<file path="src/rtl/exe_stage_pkg.sv">
// Shared definitions for the execute stage: ALU one-hot bit positions, multiply op codes,
// multiplier FSM encodings, bus widths and the decode->execute payload.
package exe_stage_pkg;

  localparam int unsigned XLEN   = 32;
  localparam int unsigned ALU_W  = 13;
  localparam int unsigned MOP_W  = 2;
  localparam int unsigned MEMC_W = 4;
  localparam int unsigned REG_W  = 5;
  localparam int unsigned SHAMT_W = 5;

  localparam int unsigned ALU_OVF  = 12;
  localparam int unsigned ALU_ADD  = 11;
  localparam int unsigned ALU_SUB  = 10;
  localparam int unsigned ALU_SLT  = 9;
  localparam int unsigned ALU_SLTU = 8;
  localparam int unsigned ALU_AND  = 7;
  localparam int unsigned ALU_NOR  = 6;
  localparam int unsigned ALU_OR   = 5;
  localparam int unsigned ALU_XOR  = 4;
  localparam int unsigned ALU_SLL  = 3;
  localparam int unsigned ALU_SRL  = 2;
  localparam int unsigned ALU_SRA  = 1;
  localparam int unsigned ALU_LUI  = 0;

  localparam logic [MOP_W-1:0] MOP_NONE  = 2'b00;
  localparam logic [MOP_W-1:0] MOP_MULT  = 2'b01;
  localparam logic [MOP_W-1:0] MOP_MULTU = 2'b10;

  localparam logic [1:0] MUL_IDLE = 2'b00;
  localparam logic [1:0] MUL_BUSY = 2'b01;
  localparam logic [1:0] MUL_DONE = 2'b10;

  typedef struct packed {
    logic [ALU_W-1:0]  alu_control;
    logic [XLEN-1:0]   src1;
    logic [XLEN-1:0]   src2;
    logic [MOP_W-1:0]  mult_op;
    logic [MEMC_W-1:0] mem_control;
    logic [XLEN-1:0]   store_data;
    logic [REG_W-1:0]  rf_wdest;
    logic [XLEN-1:0]   pc;
  } id_bus_t;

  // Encoding 11 is illegal and behaves as "no multiply".
  function automatic logic is_mult(input logic [MOP_W-1:0] op);
    return (op == MOP_MULT) || (op == MOP_MULTU);
  endfunction

endpackage

</file>
<file path="src/rtl/exe_stage_alu.sv">
// One-hot ALU: add/sub/slt/sltu/logic/shifts/lui with optional signed-overflow detection.
// Shifts take the amount from src1[4:0] and shift src2.
module alu
  import exe_stage_pkg::*;
(
  input  logic [ALU_W-1:0] ctrl_i,
  input  logic [XLEN-1:0]  src1_i,
  input  logic [XLEN-1:0]  src2_i,
  output logic [XLEN-1:0]  result_o,
  output logic             ovf_o
);

  logic [XLEN-1:0]    sum;
  logic [XLEN-1:0]    diff;
  logic [SHAMT_W-1:0] shamt;
  logic               slt;
  logic               sltu;
  logic               add_ovf;
  logic               sub_ovf;

  assign sum   = src1_i + src2_i;
  assign diff  = src1_i - src2_i;
  assign shamt = src1_i[SHAMT_W-1:0];
  assign slt   = $signed(src1_i) < $signed(src2_i);
  assign sltu  = src1_i < src2_i;

  // Signed overflow: result sign disagrees with the operand signs that agree.
  assign add_ovf = (src1_i[XLEN-1] == src2_i[XLEN-1]) && (sum[XLEN-1]  != src1_i[XLEN-1]);
  assign sub_ovf = (src1_i[XLEN-1] != src2_i[XLEN-1]) && (diff[XLEN-1] != src1_i[XLEN-1]);
  assign ovf_o   = ctrl_i[ALU_OVF] & ((ctrl_i[ALU_ADD] & add_ovf) | (ctrl_i[ALU_SUB] & sub_ovf));

  always_comb begin
    result_o = '0;
    if (ctrl_i[ALU_ADD])  result_o = result_o | sum;
    if (ctrl_i[ALU_SUB])  result_o = result_o | diff;
    if (ctrl_i[ALU_SLT])  result_o = result_o | {{(XLEN-1){1'b0}}, slt};
    if (ctrl_i[ALU_SLTU]) result_o = result_o | {{(XLEN-1){1'b0}}, sltu};
    if (ctrl_i[ALU_AND])  result_o = result_o | (src1_i & src2_i);
    if (ctrl_i[ALU_NOR])  result_o = result_o | ~(src1_i | src2_i);
    if (ctrl_i[ALU_OR])   result_o = result_o | (src1_i | src2_i);
    if (ctrl_i[ALU_XOR])  result_o = result_o | (src1_i ^ src2_i);
    if (ctrl_i[ALU_SLL])  result_o = result_o | (src2_i << shamt);
    if (ctrl_i[ALU_SRL])  result_o = result_o | (src2_i >> shamt);
    if (ctrl_i[ALU_SRA])  result_o = result_o | XLEN'($signed(src2_i) >>> shamt);
    if (ctrl_i[ALU_LUI])  result_o = result_o | {src2_i[15:0], 16'h0000};
  end

endmodule

</file>
<file path="src/rtl/exe_stage_mul_iter.sv">
// Iterative shift-add 32x32 multiplier (signed via magnitudes + sign fix-up) with an
// IDLE/BUSY/DONE FSM; HI/LO are registered and hilo_we pulses once per finished product.
module mul_iter
  import exe_stage_pkg::*;
#(
  parameter int unsigned MUL_BITS = 1
) (
  input  logic            clk,
  input  logic            rst_n,
  input  logic            start_i,
  input  logic            signed_i,
  input  logic            cancel_i,
  input  logic            drain_i,
  input  logic [XLEN-1:0] src1_i,
  input  logic [XLEN-1:0] src2_i,
  output logic            done_o,
  output logic            hilo_we_o,
  output logic [XLEN-1:0] hi_o,
  output logic [XLEN-1:0] lo_o
);

  localparam int unsigned STEPS  = XLEN / MUL_BITS;
  localparam int unsigned CNT_W  = 5;
  localparam int unsigned PROD_W = 2 * XLEN;

  logic [1:0]        state_q, state_d;
  logic [CNT_W-1:0]  cnt_q, cnt_d;
  logic [PROD_W-1:0] acc_q, acc_d;
  logic [PROD_W-1:0] mcand_q, mcand_d;
  logic [XLEN-1:0]   mplier_q, mplier_d;
  logic              neg_q, neg_d;
  logic              we_q, we_d;
  logic [XLEN-1:0]   hi_q, hi_d;
  logic [XLEN-1:0]   lo_q, lo_d;

  logic [PROD_W-1:0] step_sum;
  logic [PROD_W-1:0] acc_next;
  logic [PROD_W-1:0] prod_final;
  logic [XLEN-1:0]   mag1;
  logic [XLEN-1:0]   mag2;

  // abs(-2^31) wraps to 0x80000000, which is the correct unsigned magnitude.
  assign mag1 = (signed_i && src1_i[XLEN-1]) ? XLEN'(-src1_i) : src1_i;
  assign mag2 = (signed_i && src2_i[XLEN-1]) ? XLEN'(-src2_i) : src2_i;

  always_comb begin
    step_sum = '0;
    for (int unsigned i = 0; i < MUL_BITS; i++) begin
      if (mplier_q[i]) step_sum = step_sum + (mcand_q << i);
    end
  end

  assign acc_next   = acc_q + step_sum;
  assign prod_final = neg_q ? PROD_W'(-acc_next) : acc_next;

  always_comb begin
    state_d  = state_q;
    cnt_d    = cnt_q;
    acc_d    = acc_q;
    mcand_d  = mcand_q;
    mplier_d = mplier_q;
    neg_d    = neg_q;
    we_d     = 1'b0;
    hi_d     = hi_q;
    lo_d     = lo_q;
    case (state_q)
      MUL_BUSY: begin
        acc_d    = acc_next;
        mcand_d  = mcand_q << MUL_BITS;
        mplier_d = mplier_q >> MUL_BITS;
        if (cnt_q == '0) begin
          state_d = MUL_DONE;
          hi_d    = prod_final[PROD_W-1:XLEN];
          lo_d    = prod_final[XLEN-1:0];
          we_d    = 1'b1;
        end else begin
          cnt_d = cnt_q - 1'b1;
        end
      end
      MUL_DONE: begin
        if (drain_i) state_d = MUL_IDLE;
      end
      default: state_d = MUL_IDLE;
    endcase
    // A new multiply may start from IDLE or replace a draining DONE.
    if (start_i) begin
      state_d  = MUL_BUSY;
      cnt_d    = CNT_W'(STEPS - 1);
      acc_d    = '0;
      mcand_d  = {{XLEN{1'b0}}, mag1};
      mplier_d = mag2;
      neg_d    = signed_i & (src1_i[XLEN-1] ^ src2_i[XLEN-1]);
    end
    if (cancel_i) begin
      state_d = MUL_IDLE;
      we_d    = 1'b0;
    end
  end

  always_ff @(posedge clk or negedge rst_n) begin
    if (!rst_n) begin
      state_q  <= MUL_IDLE;
      cnt_q    <= '0;
      acc_q    <= '0;
      mcand_q  <= '0;
      mplier_q <= '0;
      neg_q    <= 1'b0;
      we_q     <= 1'b0;
      hi_q     <= '0;
      lo_q     <= '0;
    end else begin
      state_q  <= state_d;
      cnt_q    <= cnt_d;
      acc_q    <= acc_d;
      mcand_q  <= mcand_d;
      mplier_q <= mplier_d;
      neg_q    <= neg_d;
      we_q     <= we_d;
      hi_q     <= hi_d;
      lo_q     <= lo_d;
    end
  end

  assign done_o    = (state_q == MUL_DONE);
  assign hilo_we_o = we_q;
  assign hi_o      = hi_q;
  assign lo_o      = lo_q;

endmodule

</file>
<file path="src/rtl/exe_stage.sv">
// Execute pipeline stage: registers the decode bus, runs the ALU or the iterative multiplier,
// and hands results to the memory stage over a valid/allowin handshake.
module exe_stage
  import exe_stage_pkg::*;
#(
  parameter int unsigned MUL_BITS = 1
) (
  input  logic              clk,
  input  logic              resetn,
  input  logic              cancel,
  input  logic              id_valid,
  output logic              exe_allowin,
  input  logic [ALU_W-1:0]  id_alu_control,
  input  logic [XLEN-1:0]   id_alu_src1,
  input  logic [XLEN-1:0]   id_alu_src2,
  input  logic [MOP_W-1:0]  id_mult_op,
  input  logic [MEMC_W-1:0] id_mem_control,
  input  logic [XLEN-1:0]   id_store_data,
  input  logic [REG_W-1:0]  id_rf_wdest,
  input  logic [XLEN-1:0]   id_pc,
  input  logic              mem_allowin,
  output logic              exe_over,
  output logic [XLEN-1:0]   exe_result,
  output logic [MEMC_W-1:0] exe_mem_control,
  output logic [XLEN-1:0]   exe_store_data,
  output logic [REG_W-1:0]  exe_rf_wdest,
  output logic [XLEN-1:0]   exe_pc,
  output logic              exe_ovf_ex,
  output logic              exe_hilo_we,
  output logic [XLEN-1:0]   exe_hi,
  output logic [XLEN-1:0]   exe_lo
);

  logic    valid_q, valid_d;
  id_bus_t bus_q, bus_d;

  logic            load;
  logic            drain;
  logic            mult_q;
  logic            mul_done;
  logic            mul_we;
  logic [XLEN-1:0] alu_result;
  logic            alu_ovf;

  assign mult_q      = is_mult(bus_q.mult_op);
  assign exe_over    = valid_q & (~mult_q | mul_done);
  assign exe_allowin = ~valid_q | (exe_over & mem_allowin);
  assign load        = id_valid & exe_allowin & ~cancel;
  assign drain       = exe_over & mem_allowin;

  // Cancel wins over both load and drain; a simultaneous incoming instruction is dropped.
  always_comb begin
    valid_d = valid_q;
    bus_d   = bus_q;
    if (cancel) begin
      valid_d = 1'b0;
    end else if (load) begin
      valid_d           = 1'b1;
      bus_d.alu_control = id_alu_control;
      bus_d.src1        = id_alu_src1;
      bus_d.src2        = id_alu_src2;
      bus_d.mult_op     = id_mult_op;
      bus_d.mem_control = id_mem_control;
      bus_d.store_data  = id_store_data;
      bus_d.rf_wdest    = id_rf_wdest;
      bus_d.pc          = id_pc;
    end else if (drain) begin
      valid_d = 1'b0;
    end
  end

  always_ff @(posedge clk or negedge resetn) begin
    if (!resetn) begin
      valid_q <= 1'b0;
      bus_q   <= '0;
    end else begin
      valid_q <= valid_d;
      bus_q   <= bus_d;
    end
  end

  alu u_alu (
    .ctrl_i   (bus_q.alu_control),
    .src1_i   (bus_q.src1),
    .src2_i   (bus_q.src2),
    .result_o (alu_result),
    .ovf_o    (alu_ovf)
  );

  mul_iter #(.MUL_BITS(MUL_BITS)) u_mul (
    .clk       (clk),
    .rst_n     (resetn),
    .start_i   (load & is_mult(id_mult_op)),
    .signed_i  (id_mult_op == MOP_MULT),
    .cancel_i  (cancel),
    .drain_i   (drain),
    .src1_i    (id_alu_src1),
    .src2_i    (id_alu_src2),
    .done_o    (mul_done),
    .hilo_we_o (mul_we),
    .hi_o      (exe_hi),
    .lo_o      (exe_lo)
  );

  assign exe_result      = mult_q ? '0 : alu_result;
  assign exe_ovf_ex      = valid_q & ~mult_q & alu_ovf;
  assign exe_rf_wdest    = exe_ovf_ex ? '0 : bus_q.rf_wdest;
  assign exe_mem_control = bus_q.mem_control;
  assign exe_store_data  = bus_q.store_data;
  assign exe_pc          = bus_q.pc;
  assign exe_hilo_we     = mul_we & ~cancel;

endmodule

</file>
<file path="config.mk">
export PLATFORM = sky130hd
export DESIGN_NAME = exe_stage
export DESIGN_NICKNAME = d
export VERILOG_FILES = /design/src/rtl/exe_stage_pkg.sv /design/src/rtl/exe_stage_alu.sv /design/src/rtl/exe_stage_mul_iter.sv /design/src/rtl/exe_stage.sv
export SDC_FILE = /design/constraint.sdc
export NUM_CORES = 1
export LEC_CHECK = 0
export BUFFER_PORTS_ARGS = -buffer_cell sky130_fd_sc_hd__clkbuf_2
export CAP_MARGIN = 10
export CORE_MARGIN = 8
export CORE_UTILIZATION = 60
export DETAILED_ROUTE_END_ITERATION = 10
export GPL_ROUTABILITY_DRIVEN = 1
export HOLD_SLACK_MARGIN = 0.08
export PLACE_DENSITY = 0.89
export SETUP_SLACK_MARGIN = 0.15
export SYNTH_ARGS = -nofsm -noshare
export SYNTH_HDL_FRONTEND = slang
export SYNTH_SLANG_ARGS = --single-unit
</file>
<file path="constraint.sdc">
create_clock -name clk -period 8.14 [get_ports clk]
set_input_delay 2.442 -clock clk [delete_from_list [all_inputs] [get_ports clk]]
set_output_delay 2.442 -clock clk [all_outputs]
set_load 0.02 [all_outputs]
</file>
==> run summary <==
Summed over all instances, the cell type with the most area after synthesis is sky130_fd_sc_hd__dfrtp_1. On the critical path the largest part of the delay comes from compound AO/OA/AOI/OAI gates. The cell count after synthesis came out at 3957.

Yosys printed 0 warnings. The analysis attributes to cell leakage a power of 0.0156 uW. The maximum clock frequency was 129 MHz.

The worst setup path is of the reg -> out kind. The run gives 0.662 as the post-route core utilization. The core region is 52200 sq um. The min-delay analysis places its worst path in the category reg -> reg. Across the run, the number of max-cap violations was 0.

For this run, design rule violations remaining after detail routing come to 0. The total clock buffers created by CTS is 44. The longest individual stage delay on the worst path works out to 0.70 ns. The average cell area after synthesis came out at 7.95 sq um. In this run the count of I/O pins placed on the die edge is 330. Predominant post-synthesis flop cell: sky130_fd_sc_hd__dfrtp_1. The logs give 4282 for the synthesized net count and 0.403 for the total track usage. Across all setup checks in the final design, the least slack found is 0.391 ns. The area growth from synthesis to layout is 9.91%.

The flow ran to the end, and the final reports show no timing, DRC or antenna violations. The tools report the routability congestion estimate as 1.06. Setup repair after global routing left no endpoint under its margin. The tools report the post-detailed-routing wire length as 126000 um. The number of hold violations in the final report was 0.

The setup fix buffers added after clock tree synthesis is 0. Traced cell by cell, the critical path runs through inv_1 -> ha_1 -> nor2b_1 -> nor2_1 -> o211a_1 -> o41ai_1 -> a31oi_1 -> a2111oi_1 -> o31ai_1 -> a21boi_0 -> o21bai_1 -> a211oi_1 -> a31oi_1 -> o22ai_1 -> clkbuf_2. The clock transition at the registers of the reported paths was 0.05 ns; the number of levels the H-tree was split into was 2. Share of Yosys cell area claimed by the top area cell type: 0.307. The finished cells cover 34600 sq um. After the first detailed-routing iteration, the DRC count stood at 4334. Remaining antenna violation count: 0. The share of flip-flops with an asynchronous set or reset was 1.00; the die outline height was 245 um. After synthesis, the netlist uses 98 different library cells.

The tools report the total setup violations reported at the end of the flow as 0. The effective utilization at floorplan is 0.602. The worst-case setup slack after placement came out at 0.822 ns. The final cycle utilization of the critical path works out to 0.952. The root buffer cell is sky130_fd_sc_hd__clkbuf_16. The run gives 32100 as the overall via count from detail_route.

The pin count of the biggest net entering global routing is 160. The number of buffer cells added on primary ports works out to 329. The fraction of the yosys area taken by sequential cells is 0.307.

The combined buffer and inverter count along the critical path was 2. The via count of the first global-routing pass came out at 30300. For this design the ratio of total power to cell area is 303 nW/um^2.

After global routing the overflow that remains totals 0. The share of layout cells above drive strength 1 is 0.154. By area the synthesized netlist is led by sky130_fd_sc_hd__dfrtp_1 (31%), sky130_fd_sc_hd__nand2_1 (7.6%), sky130_fd_sc_hd__ha_1 (6.6%).

The area of the die came out at 60000 sq um. The shortest clock period the worst path allows after layout was 7.75 ns; the critical-path maximum fanout was 7. The number of vias per cell after detailed routing was 6.73. After synthesis the netlist holds a flip-flop and latch count of 386. The most common cell type on the critical path is sky130_fd_sc_hd__a31oi_1.

The first detailed-routing pass took 8 iterations. The initial antenna violation count was 6. After detailed routing, the average wire length per cell comes to 26.3 um.

For the tightest slew margin relative to the limit, the log shows 0.260. STA puts the critical path data required time at 5.70 ns. The tools report the final count of pins violating max slew as 0. The logs give 0.61 ns for the clock latency on the worst-skew pair and 0 for the count of hold buffers inserted by post-cts repair. The tree built by TritonCTS fans out to 386 sinks. TritonCTS built the clock tree. The clock passes through at most 3 buffers.

The global-route wire length before repair was 188000 um; the placed wire-length estimate after detailed placement was 93000 um. For the pin with the worst max-slew slack, the measured transition is 1.10 ns. After floorplanning, the core was divided into 84 placement rows. Yosys mapped a number of flops with a built-in enable equal to 0. The horizontal die dimension was 245 um. STA classifies the critical path startpoint as a flip-flop. The final layout net count was 4381; the setup total negative slack was 0 ns. The post-route clock skew was 0.0255 ns.

The post-synthesis instance area came out at 31400 sq um. The slowest library cell on the worst path is sky130_fd_sc_hd__a2111oi_1. Area after detailed placement: 32900 sq um. The tools report the kind of end point of the critical path as an output port. The worst IR drop on VDD was 305 uV; the data arrival time at the worst-slack endpoint was 5.31 ns.
[cell usage in the layout (no fill, tap or decap), drive strengths merged, types with 17 or more instances in the layout]
cell | Yosys | layout
nand2 | 637 | 637
dfrtp | 386 | 386
clkbuf | 224 | 381
nor2 | 343 | 343
o21ai | 330 | 330
a21oi | 297 | 297
ha | 165 | 165
inv | 132 | 137
mux2i | 98 | 98
xnor2 | 94 | 94
mux2 | 94 | 94
a31oi | 91 | 91
xor2 | 85 | 85
and2 | 82 | 82
nor3 | 66 | 66
nand3 | 58 | 58
buf | 101 | 50
a21o | 48 | 48
o31ai | 38 | 38
a211oi | 35 | 35
o21bai | 34 | 34
a221oi | 32 | 32
or3 | 32 | 32
nor4 | 30 | 30
o211ai | 27 | 27
and3 | 25 | 25
nor2b | 25 | 25
nand2b | 25 | 25
o41ai | 25 | 25
nand4 | 24 | 24
o21a | 24 | 24
or4 | 20 | 20
a22oi | 18 | 18
a211o | 17 | 17
[repair_timing]
item                       4_1_cts  5_1_grt
gates resized for setup          2        5
setup endpoints to repair        2        8
cloned                           0        0
[sequential cells by signal (all words and copies together), names as in the netlist]
name             cells
u_mul.state_q        2
exe_pc              32
u_mul.cnt_q          5
valid_q              1
u_mul.hilo_we_o      1
exe_mem_control      4
u_mul.mplier_q      32
u_mul.mcand_q       64
u_mul.lo_o          32
u_mul.neg_q          1
u_mul.hi_o          32
bus_q               84
u_mul.acc_q         64
exe_store_data      32
[synth_stat cells, types with 24 or more instances]
library cell               count
sky130_fd_sc_hd__nor2b_1      25
sky130_fd_sc_hd__or3_1        32
sky130_fd_sc_hd__a21o_1       48
sky130_fd_sc_hd__nand2b_1     24
sky130_fd_sc_hd__ha_1        165
sky130_fd_sc_hd__a31oi_1      91
sky130_fd_sc_hd__nor3_1       66
sky130_fd_sc_hd__a221oi_1     32
sky130_fd_sc_hd__inv_1       130
sky130_fd_sc_hd__nand3_1      58
sky130_fd_sc_hd__nand4_1      24
sky130_fd_sc_hd__and3_1       25
sky130_fd_sc_hd__o211ai_1     26
sky130_fd_sc_hd__o31ai_1      32
sky130_fd_sc_hd__xnor2_1      94
sky130_fd_sc_hd__buf_4        68
sky130_fd_sc_hd__clkbuf_1    223
sky130_fd_sc_hd__o21ai_0     313
sky130_fd_sc_hd__and2_1       82
sky130_fd_sc_hd__nor4_1       28
sky130_fd_sc_hd__nor2_1      343
sky130_fd_sc_hd__xor2_1       85
sky130_fd_sc_hd__dfrtp_1     386
sky130_fd_sc_hd__a211oi_1     34
sky130_fd_sc_hd__buf_1        28
sky130_fd_sc_hd__a21oi_1     293
sky130_fd_sc_hd__mux2_2       94
sky130_fd_sc_hd__mux2i_1      98
sky130_fd_sc_hd__o21bai_1     34
sky130_fd_sc_hd__nand2_1     637
[through the flow]
step	hold WS [ns]	std cells	power [uW]
floorplan	0.469	3957	6370
finish	0.470	4779	10500
global placement	0.456	4698	7970
detailed placement	0.462	4698	8010
CTS	0.474	4776	10300
global route	0.515	4777	10900
[power by group]
group / internal, uW / switching, uW / total, uW / leakage, uW
logic: 1870 / 3690 / 5560 / 0.00992
clock network: 1330 / 895 / 2230 / 0.000764
registers: 2300 / 383 / 2690 / 0.00489
[final timing paths]
path                                    from        endpoint  slack [ns]  cells after the start
setup / recovery                   bus_q[85]  exe_result[26]        0.39                     15
max in group asynchronous             resetn      bus_q[144]        4.82                      2
hold reg to reg                  u_mul.neg_q     u_mul.neg_q        0.47                      2
min in group asynchronous             resetn  u_mul.lo_o[10]        1.92                      1
setup reg to reg           u_mul.mplier_q[0]  u_mul.hi_o[30]        1.84                     15
hold / removal                   u_mul.neg_q     u_mul.neg_q        0.47                      2
[cell type report]
class / count / area, sq um
clock inverters: 25 / 402
well taps: 688 / 861
inverters: 132 / 495
diodes: 3 / 7.51
repair buffers: 378 / 2090
fillers: 4333 / 17700
clock buffers: 53 / 1180
multi-input cells: 3114 / 19900
flip-flops and latches: 386 / 9670
[metal layers]
metal / routed length (um) / share of wire / track usage / vias to the layer above
li1: - / - / - / 14300
met1: 47000 / 0.37 / 0.508 / 15400
met2: 56200 / 0.45 / 0.633 / 2032
met3: 13800 / 0.11 / 0.0861 / 461
met4: 8800 / 0.070 / 0.238 / 6
met5: 40 / 0.00032 / 0 / -
[logic make-up (layout without fill, tap and decap cells)]
logic type,count (synthesis),in the layout,synth area share
AO/OA/AOI/OAI,1152,1152,0.236
adder cells (fa/ha/maj),168,168,0.0676
XOR/XNOR,179,179,0.0499
buffers and inverters,457,588,0.0633
AND/OR/NAND/NOR,1411,1411,0.202
other,0,3,0
multiplexers,204,204,0.0735
flip-flops,386,386,0.307
[worst register-to-register path: cells and delay by family (launching register included)]
family | cells | cell delay (ns)
xor gates and xnor gates | 2 | 0.72
DFF | 1 | 0.88
and+or+nand+nor | 3 | 1.43
AOI/OAI and AO/OA | 8 | 2.33
buffers and inverters | 1 | 0.46
adders and majority gates | 1 | 0.34
(Power assumes the default switching activity.)
